**src/rtl/branch_resolve_ctrl.sv**
```systemverilog
// Resolves one BEQ/BNE/BLT/BGE/BLTU/BGEU/JAL/JALR at a time: capture -> evaluate -> respond.
// Define BRANCH_STATS_EN to add saturating branch / mispredict counters.
module branch_resolve_ctrl #(
   parameter int WIDTH = 32
) (
   input  logic             clk,
   input  logic             rst_n,
   input  logic             flush,
   input  logic             in_valid,
   output logic             in_ready,
   input  logic [WIDTH-1:0] in_pc,
   input  logic [WIDTH-1:0] in_imm,
   input  logic [WIDTH-1:0] in_op1,
   input  logic [WIDTH-1:0] in_op2,
   input  logic [2:0]       in_funct3,
   input  logic             in_is_jal,
   input  logic             in_is_jalr,
   input  logic             in_pred_taken,
   output logic             out_valid,
   input  logic             out_ready,
   output logic             out_taken,
   output logic [WIDTH-1:0] out_link,
   output logic             redirect_valid,
   output logic [WIDTH-1:0] redirect_pc,
   output logic             err_illegal,
   output logic             err_misalign
`ifdef BRANCH_STATS_EN
   ,
   output logic [31:0]      stat_branches,
   output logic [31:0]      stat_mispredicts
`endif
);

   // Handshakes: a transfer happens on a rising edge where valid && ready;
   // the producer holds its payload stable while valid is high and ready is low.
   localparam logic [1:0] S_IDLE = 2'd0;
   localparam logic [1:0] S_EVAL = 2'd1;
   localparam logic [1:0] S_RESP = 2'd2;

   logic [1:0]       state;
   logic [WIDTH-1:0] pc_q, imm_q, op1_q, op2_q;
   logic [2:0]       funct3_q;
   logic             is_jal_q, is_jalr_q, pred_q;

   logic             taken_q, illegal_q, misalign_q;
   logic [WIDTH-1:0] link_q, rpc_q;

   logic             cond_c, is_jump_c, illegal_c, taken_c, misalign_c;
   logic [WIDTH-1:0] jalr_sum_c, target_c, link_c;

   always_comb begin
      cond_c = 1'b0;
      case (funct3_q)
         3'b000:  cond_c = (op1_q == op2_q);
         3'b001:  cond_c = (op1_q != op2_q);
         3'b100:  cond_c = ($signed(op1_q) <  $signed(op2_q));
         3'b101:  cond_c = ($signed(op1_q) >= $signed(op2_q));
         3'b110:  cond_c = (op1_q <  op2_q);
         3'b111:  cond_c = (op1_q >= op2_q);
         default: cond_c = 1'b0;
      endcase
      is_jump_c  = is_jal_q | is_jalr_q;
      illegal_c  = !is_jump_c && (funct3_q[2:1] == 2'b01);
      taken_c    = is_jump_c | cond_c;
      jalr_sum_c = op1_q + imm_q;
      // JALR takes priority when both jump flags are set
      target_c   = is_jalr_q ? {jalr_sum_c[WIDTH-1:1], 1'b0} : (pc_q + imm_q);
      link_c     = pc_q + WIDTH'(4);
      misalign_c = taken_c & target_c[1];
   end

   always_ff @(posedge clk or negedge rst_n) begin
      if (!rst_n) begin
         state      <= S_IDLE;
         pc_q       <= '0;
         imm_q      <= '0;
         op1_q      <= '0;
         op2_q      <= '0;
         funct3_q   <= '0;
         is_jal_q   <= 1'b0;
         is_jalr_q  <= 1'b0;
         pred_q     <= 1'b0;
         taken_q    <= 1'b0;
         illegal_q  <= 1'b0;
         misalign_q <= 1'b0;
         link_q     <= '0;
         rpc_q      <= '0;
      end else if (flush) begin
         state <= S_IDLE;
      end else begin
         case (state)
            S_IDLE: begin
               if (in_valid) begin
                  pc_q      <= in_pc;
                  imm_q     <= in_imm;
                  op1_q     <= in_op1;
                  op2_q     <= in_op2;
                  funct3_q  <= in_funct3;
                  is_jal_q  <= in_is_jal;
                  is_jalr_q <= in_is_jalr;
                  pred_q    <= in_pred_taken;
                  state     <= S_EVAL;
               end
            end
            S_EVAL: begin
               taken_q    <= taken_c;
               illegal_q  <= illegal_c;
               misalign_q <= misalign_c;
               link_q     <= link_c;
               rpc_q      <= taken_c ? target_c : link_c;
               state      <= S_RESP;
            end
            S_RESP: begin
               if (out_ready) state <= S_IDLE;
            end
            default: state <= S_IDLE;
         endcase
      end
   end

   // Result fields are gated by RESP so every output reads zero outside a response.
   logic resp;
   assign resp           = (state == S_RESP);
   assign in_ready       = (state == S_IDLE);
   assign out_valid      = resp;
   assign out_taken      = resp & taken_q;
   assign out_link       = resp ? link_q : '0;
   assign redirect_pc    = resp ? rpc_q : '0;
   assign err_illegal    = resp & illegal_q;
   assign err_misalign   = resp & misalign_q;
   assign redirect_valid = resp & (taken_q != pred_q) & !illegal_q & !misalign_q;

`ifdef BRANCH_STATS_EN
   always_ff @(posedge clk or negedge rst_n) begin
      if (!rst_n) begin
         stat_branches    <= '0;
         stat_mispredicts <= '0;
      end else if (resp && out_ready && !flush) begin
         if (stat_branches != 32'hFFFF_FFFF) stat_branches <= stat_branches + 32'd1;
         if (redirect_valid && (stat_mispredicts != 32'hFFFF_FFFF))
            stat_mispredicts <= stat_mispredicts + 32'd1;
      end
   end
`endif

endmodule

```
**config.mk**
```make
export PLATFORM = sky130hd
export DESIGN_NAME = branch_resolve_ctrl
export DESIGN_NICKNAME = d
export VERILOG_FILES = /design/src/rtl/branch_resolve_ctrl.sv
export SDC_FILE = /design/constraint.sdc
export NUM_CORES = 1
export LEC_CHECK = 0
export BUFFER_PORTS_ARGS = -buffer_cell sky130_fd_sc_hd__buf_2
export CELL_PAD_IN_SITES_DETAIL_PLACEMENT = 1
export CELL_PAD_IN_SITES_GLOBAL_PLACEMENT = 1
export CORE_MARGIN = 8
export CORE_UTILIZATION = 30
export CTS_CLUSTER_SIZE = 14
export DETAILED_ROUTE_END_ITERATION = 8
export PLACE_DENSITY = 0.59
export SLEW_MARGIN = 20
export SYNTH_ARGS = -nofsm -noshare
export SYNTH_HDL_FRONTEND = slang
export SYNTH_SLANG_ARGS = --single-unit
```
**constraint.sdc**
```tcl
create_clock -name clk -period 7.6 [get_ports clk]
set_input_delay 0.38 -clock clk [delete_from_list [all_inputs] [get_ports clk]]
set_output_delay 0.38 -clock clk [all_outputs]
set_load 0.005 [all_outputs]
```
# [Word level (Yosys, flattened, before mapping)]
# Cells that the tools add are included.
[totals] word_cells=62 regBits=203
[classes] eq_ne=13 reduce_logical=9 bitwise_logic=10 n_addsub=3 mux=9 n_lt_le_gt_ge=4
[op_table] operator="$mux W32" n=4
[op_table] operator="$add A32 B32 Y32" n=2
[op_table] operator="$ge A32 B32 Y1" n=2
[op_table] operator="$lt A32 B32 Y1" n=2
[op_table] operator="$add A32 B3 Y32 const B" n=1
[op_table] operator="$eq A32 B32 Y1" n=1
[op_table] operator="$ne A32 B32 Y1" n=1
[op_table] operator="$eq A3 B3 Y1 const B" n=4
[op_table] operator="$and A1 B1 Y1" n=7
[op_table] operator="$mux W2" n=3
[op_table] operator="$ne A3 B3 Y1 const B" n=2
[op_table] operator="$pmux W1 S6" n=1
[op_table] operator="$pmux W2 S3" n=1
[op_table] operator="$eq A2 B1 Y1 const B" n=2
[op_table] operator="$reduce_and A2 Y1" n=2
[op_table] operator="$eq A3 B1 Y1 const B" n=1
[op_table] operator="$logic_not A1 Y1" n=3
[op_table] operator="$logic_not A3 Y1" n=1
[op_table] operator="$reduce_and A3 Y1" n=1
[op_table] operator="$eq A2 B2 Y1 const B" n=1
[op_table] operator="$logic_not A2 Y1" n=1
[op_table] operator="$or A1 B1 Y1" n=2
[op_table] operator="$logic_and A1 B1 Y1" n=1
[op_table] operator="$ne A1 B1 Y1" n=1
[op_table] operator="$not A1 Y1" n=1

# [Longest topological paths before layout]
[depth] depth_word=4 ltp_mapped=13

# [Worst setup path before layout]
# No wires, ideal clock.
[synth_timing] path_type="register to register" from="register op1_q[14]" to="register rpc_q[30]" period_less_slack_ns=2.962 stages_incl_launch_ff=12 slack_ns=4.638 n_path_buf=0 setup_ns=0.126 arrival_ns=2.836 cell_sequence="dfrtp_1 > ha_1 > a21oi_1 > nand2_1 > a221o_1 > o31ai_1 > a21o_1 > mux2_4 > a2111o_4 > nand2_4 > a211oi_1 > a221o_1"
[synth_between] elab_chain_len=4
[synth_lines] element="start: declaration" line_no="41" rtl="logic [WIDTH-1:0] pc_q, imm_q, op1_q, op2_q;"
[synth_lines] element="start signal: assignment" line_no="96" rtl="op1_q <= in_op1;"
[synth_lines] element="$ge A32 B32 Y1, or another cell as far along" line_no="59" rtl="3'b111: cond_c = (op1_q >= op2_q);"
[synth_lines] element="$pmux W1 S6" line_no="53" rtl="case (funct3_q)"
[synth_lines] element="$or A1 B1 Y1" line_no="64" rtl="taken_c = is_jump_c | cond_c;"
[synth_lines] element="$mux W32 *" line_no="110" rtl="rpc_q <= taken_c ? target_c : link_c;"
[synth_lines] element="end signal: assignment" line_no="110"
[synth_lines] element="end: declaration" line_no="46" rtl="logic [WIDTH-1:0] link_q, rpc_q;"
# Mark *: on every way between the ends. The rest lies on a longest branch, timed or not.
# A chain may end at the register's enable or synchronous reset.

# [Final worst setup path]
[layout_timing] from="register op1_q[11]" to="register rpc_q[30]"
# The elaborated chain is that of the path after synthesis.

==> impl_metrics.toml <==
[sta]
skew_ns = 0.0166
fin_setup_tns_ns = 0
setup_viol = 0
setup_slack_ns = 3.69
drv_slew = 0
tightest_slew_ns = 1.03
finalCritPeriodShare_pct = 51.4
hold_viol_final = 0
relSlewSlack_pct = 31.6
rsz0062_at_grt = "false"
fmax_mhz = 256
min_period_ns = 3.91

[cells_and_area]
nets = 1823
area_growth_pct = 18.7
postLayoutCoreUtil_pct = 36.0
final_common_cell = "buf_2"
drive_above_1_share_pct = 23.6
final_cell_mix = "207 x buf_2, 202 x dfrtp_1, 172 x nand2_1"

[synthesis]
synth_area_um2 = 13000
synth_ff_type = "dfrtp_1"
synth_cell_types = 70
syn_inst = 1408
synth-seq-area-share_pct = 38.9
synth_warnings = 0
synth_edf_count = 0
synth_fp_nets = 1643
synth.avg_cell_area_um2 = 9.27
async_flop_share_pct = 100
ys_ff_latch = 203

[placement]
hpwl_mm = 33.1
dp_slack_ns = 3.66
port-buffer-count = 208
gp_congestion = 0.843

[clock_network]
numCtsBuffers = 25
post-cts-setup-buffer-count = 0
clk_pin_slew_ns = 0.06
ctsHtreeMaxLevel = 1
clock_sinks = 203
cts_resized = 0
clockBufferDepth = 3
clock_latency_ns = 0.54
cts-root-buf = "clkbuf_16"
tritoncts = "built"
cts_hold_buf = 1

[setup_path]
slowest_delay_ns = 0.73
cp_top_family = "compound AO/OA/AOI/OAI gates"
path_max_fanout = 42
required_ns = 8.01
slowest_stage = "a2111o_4"
cp.arrival_ns = 4.32
cp-start-kind = "register"
critPathKind = "reg2reg"
crit_buf_inv = 0
crit_path_cell_trace = "ha_1 > nand4_1 > nor4_2 > a21boi_2 > o31ai_1 > a21o_1 > mux2_4 > a2111o_4 > nand2_4 > a211oi_1 > a221o_1"
worst_setup_path_end_kind = "register"

[power]
p_sw_share_pct = 39.6
p_int_uw = 3020
powerDensity_nw_per_um2 = 323
leakage_uw = 0.00717
p_switching_uw = 1980
ir_drop_mv = 0.152
p_comb_share_pct = 43.1
p_seq_share_pct = 32.7
clockPowerShare_pct = 24.3

[grt]
antenna_found_initial = 2
grt-ovfl-total = 0
grt_pass1_vias = 11400
grt_max_degree = 174
track_usage_pct = 16.5
grt_pass1_wl_mm = 66.5

[job]
timing.max_cap.violations = 0

[die]
std_cell_rows = 76
core_area_um2 = 43000
die_x_um = 225
die_h_um = 225
top_level_ports = 209
die-area_um2 = 50400
start_util_pct = 30.4

[min_path]
worst_hold_path_type = "in2reg"

[route]
via_count = 10700
drt-total-wl_mm = 42.5
drt_pre_antenna_iters = 4
drt_iter0_markers = 425
drc = 0
wl_per_cell_um = 19.4
viasPerCell = 4.90
postRouteAntennaNets = 0

[run_status]
status = "finished, final reports clean"
cells by family (layout without fill, tap and decap cells):
group / Yosys count / in the layout / share of synthesized area [%]
multiplexers: 108 / 108 / 9.26
other: 0 / 1 / 0
flip-flops: 203 / 203 / 38.9
buffers and inverters: 117 / 312 / 3.58
XOR/XNOR: 79 / 79 / 5.30
AO/OA/AOI/OAI: 357 / 357 / 16.9
AND/OR/NAND/NOR: 448 / 448 / 16.7
adder cells (fa/ha/maj): 96 / 96 / 9.32
routing by layer:
| metal | global-route usage [%] | part of all wire [%] | vias to the layer above |
|---|---|---|---|
| li1 | - | - | 5339 |
| met1 | 24.1 | 51 | 5154 |
| met2 | 24.8 | 42 | 170 |
| met3 | 3.15 | 4.8 | 49 |
| met4 | 4.07 | 1.9 | 4 |
| met5 | 0 | 0.061 | - |
worst reg2reg max path: stages (launching register included):
cell and delay (ns):
dfrtp_1 0.40, ha_1 0.33, nand4_1 0.16, nor4_2 0.44, a21boi_2 0.31, o31ai_1 0.12
a21o_1 0.21, mux2_4 0.30, a2111o_4 0.73, nand2_4 0.34, a211oi_1 0.08, a221o_1 0.35
sequential cells by signal (all words and copies together) (netlist names):
signal      flops
rpc_q          32
illegal_q       1
taken_q         1
is_jalr_q       1
misalign_q      1
op1_q          32
op2_q          32
imm_q          32
pred_q          1
link_q         32
pc_q           32
funct3_q        3
is_jal_q        1
state           2
final timing paths:
kind / startpoint / end / slack (ns) / cells past startpoint
min: in_op2[1] / op2_q[1] / 0.04 / 3
max: op1_q[11] / rpc_q[30] / 3.69 / 11
max reg2reg: op1_q[11] / rpc_q[30] / 3.69 / 11
min in group asynchronous: rst_n / rpc_q[29] / 0.45 / 2
max in group asynchronous: rst_n / pc_q[5] / 5.89 / 3
min reg2reg: rpc_q[5] / rpc_q[5] / 0.46 / 2
final cells by class:
cell class	instances	area, um2
fillers	5092	27500
multi-input cells	1088	7520
flip-flops and latches	203	5080
repair buffers	216	1120
well taps	585	732
clock buffers	33	726
inverters	54	203
clock inverters	9	103
diodes	1	2.50
Yosys cell counts, types with 3 or more instances:
cell type / number / area, um2
nor2_1: 74 / 278
clkbuf_1: 47 / 176
and4_1: 3 / 26.3
ha_1: 94 / 1180
nor3_1: 18 / 90.1
a31oi_1: 9 / 56.3
nand2b_1: 11 / 68.8
xor2_1: 29 / 254
and2_1: 71 / 444
nand4_1: 21 / 131
or3_1: 6 / 37.5
o31ai_1: 7 / 52.6
o2111ai_1: 3 / 26.3
xnor2_1: 50 / 438
a21oi_1: 103 / 515
mux2_2: 98 / 1100
o21ai_1: 11 / 55.1
inv_1: 53 / 199
buf_2: 4 / 20.0
a221o_1: 6 / 60.1
nor2b_1: 11 / 68.8
o21ai_0: 111 / 556
o221ai_1: 3 / 26.3
nor4b_1: 3 / 26.3
a21boi_0: 3 / 22.5
nand3_1: 27 / 135
o21a_1: 10 / 75.1
buf_6: 3 / 33.8
a21o_1: 33 / 248
dfrtp_1: 203 / 5080
nor3b_1: 5 / 37.5
buf_1: 9 / 33.8
or2_2: 7 / 43.8
mux2i_1: 9 / 90.1
a22o_1: 3 / 26.3
and3_1: 10 / 62.6
a211o_1: 3 / 26.3
a211oi_1: 10 / 75.1
o211ai_1: 9 / 67.6
o21bai_1: 7 / 52.6
o41ai_1: 3 / 26.3
nand2_1: 172 / 646
stage by stage:
stage	instance area, um2	hold slack [ns]	instances	total power, uW
floorplan	13000	0.0844	1408	3120
global placement	14600	0.447	2145	3760
detailed placement	14600	0.449	2145	3810
CTS	15500	0.0192	2188	5070
global route	15500	0.0417	2188	5390
finish	15500	0.0440	2189	5010
power groups by stage:
stage / combinational, uW / sequential, uW / clock [uW]
floorplan: 1590 / 1520 / 0
global placement: 2100 / 1650 / 0
detailed placement: 2150 / 1660 / 0
CTS: 2170 / 1640 / 1260
global route: 2420 / 1680 / 1300
finish: 2160 / 1640 / 1210
Note: power is estimated with default switching activity, not from simulation.
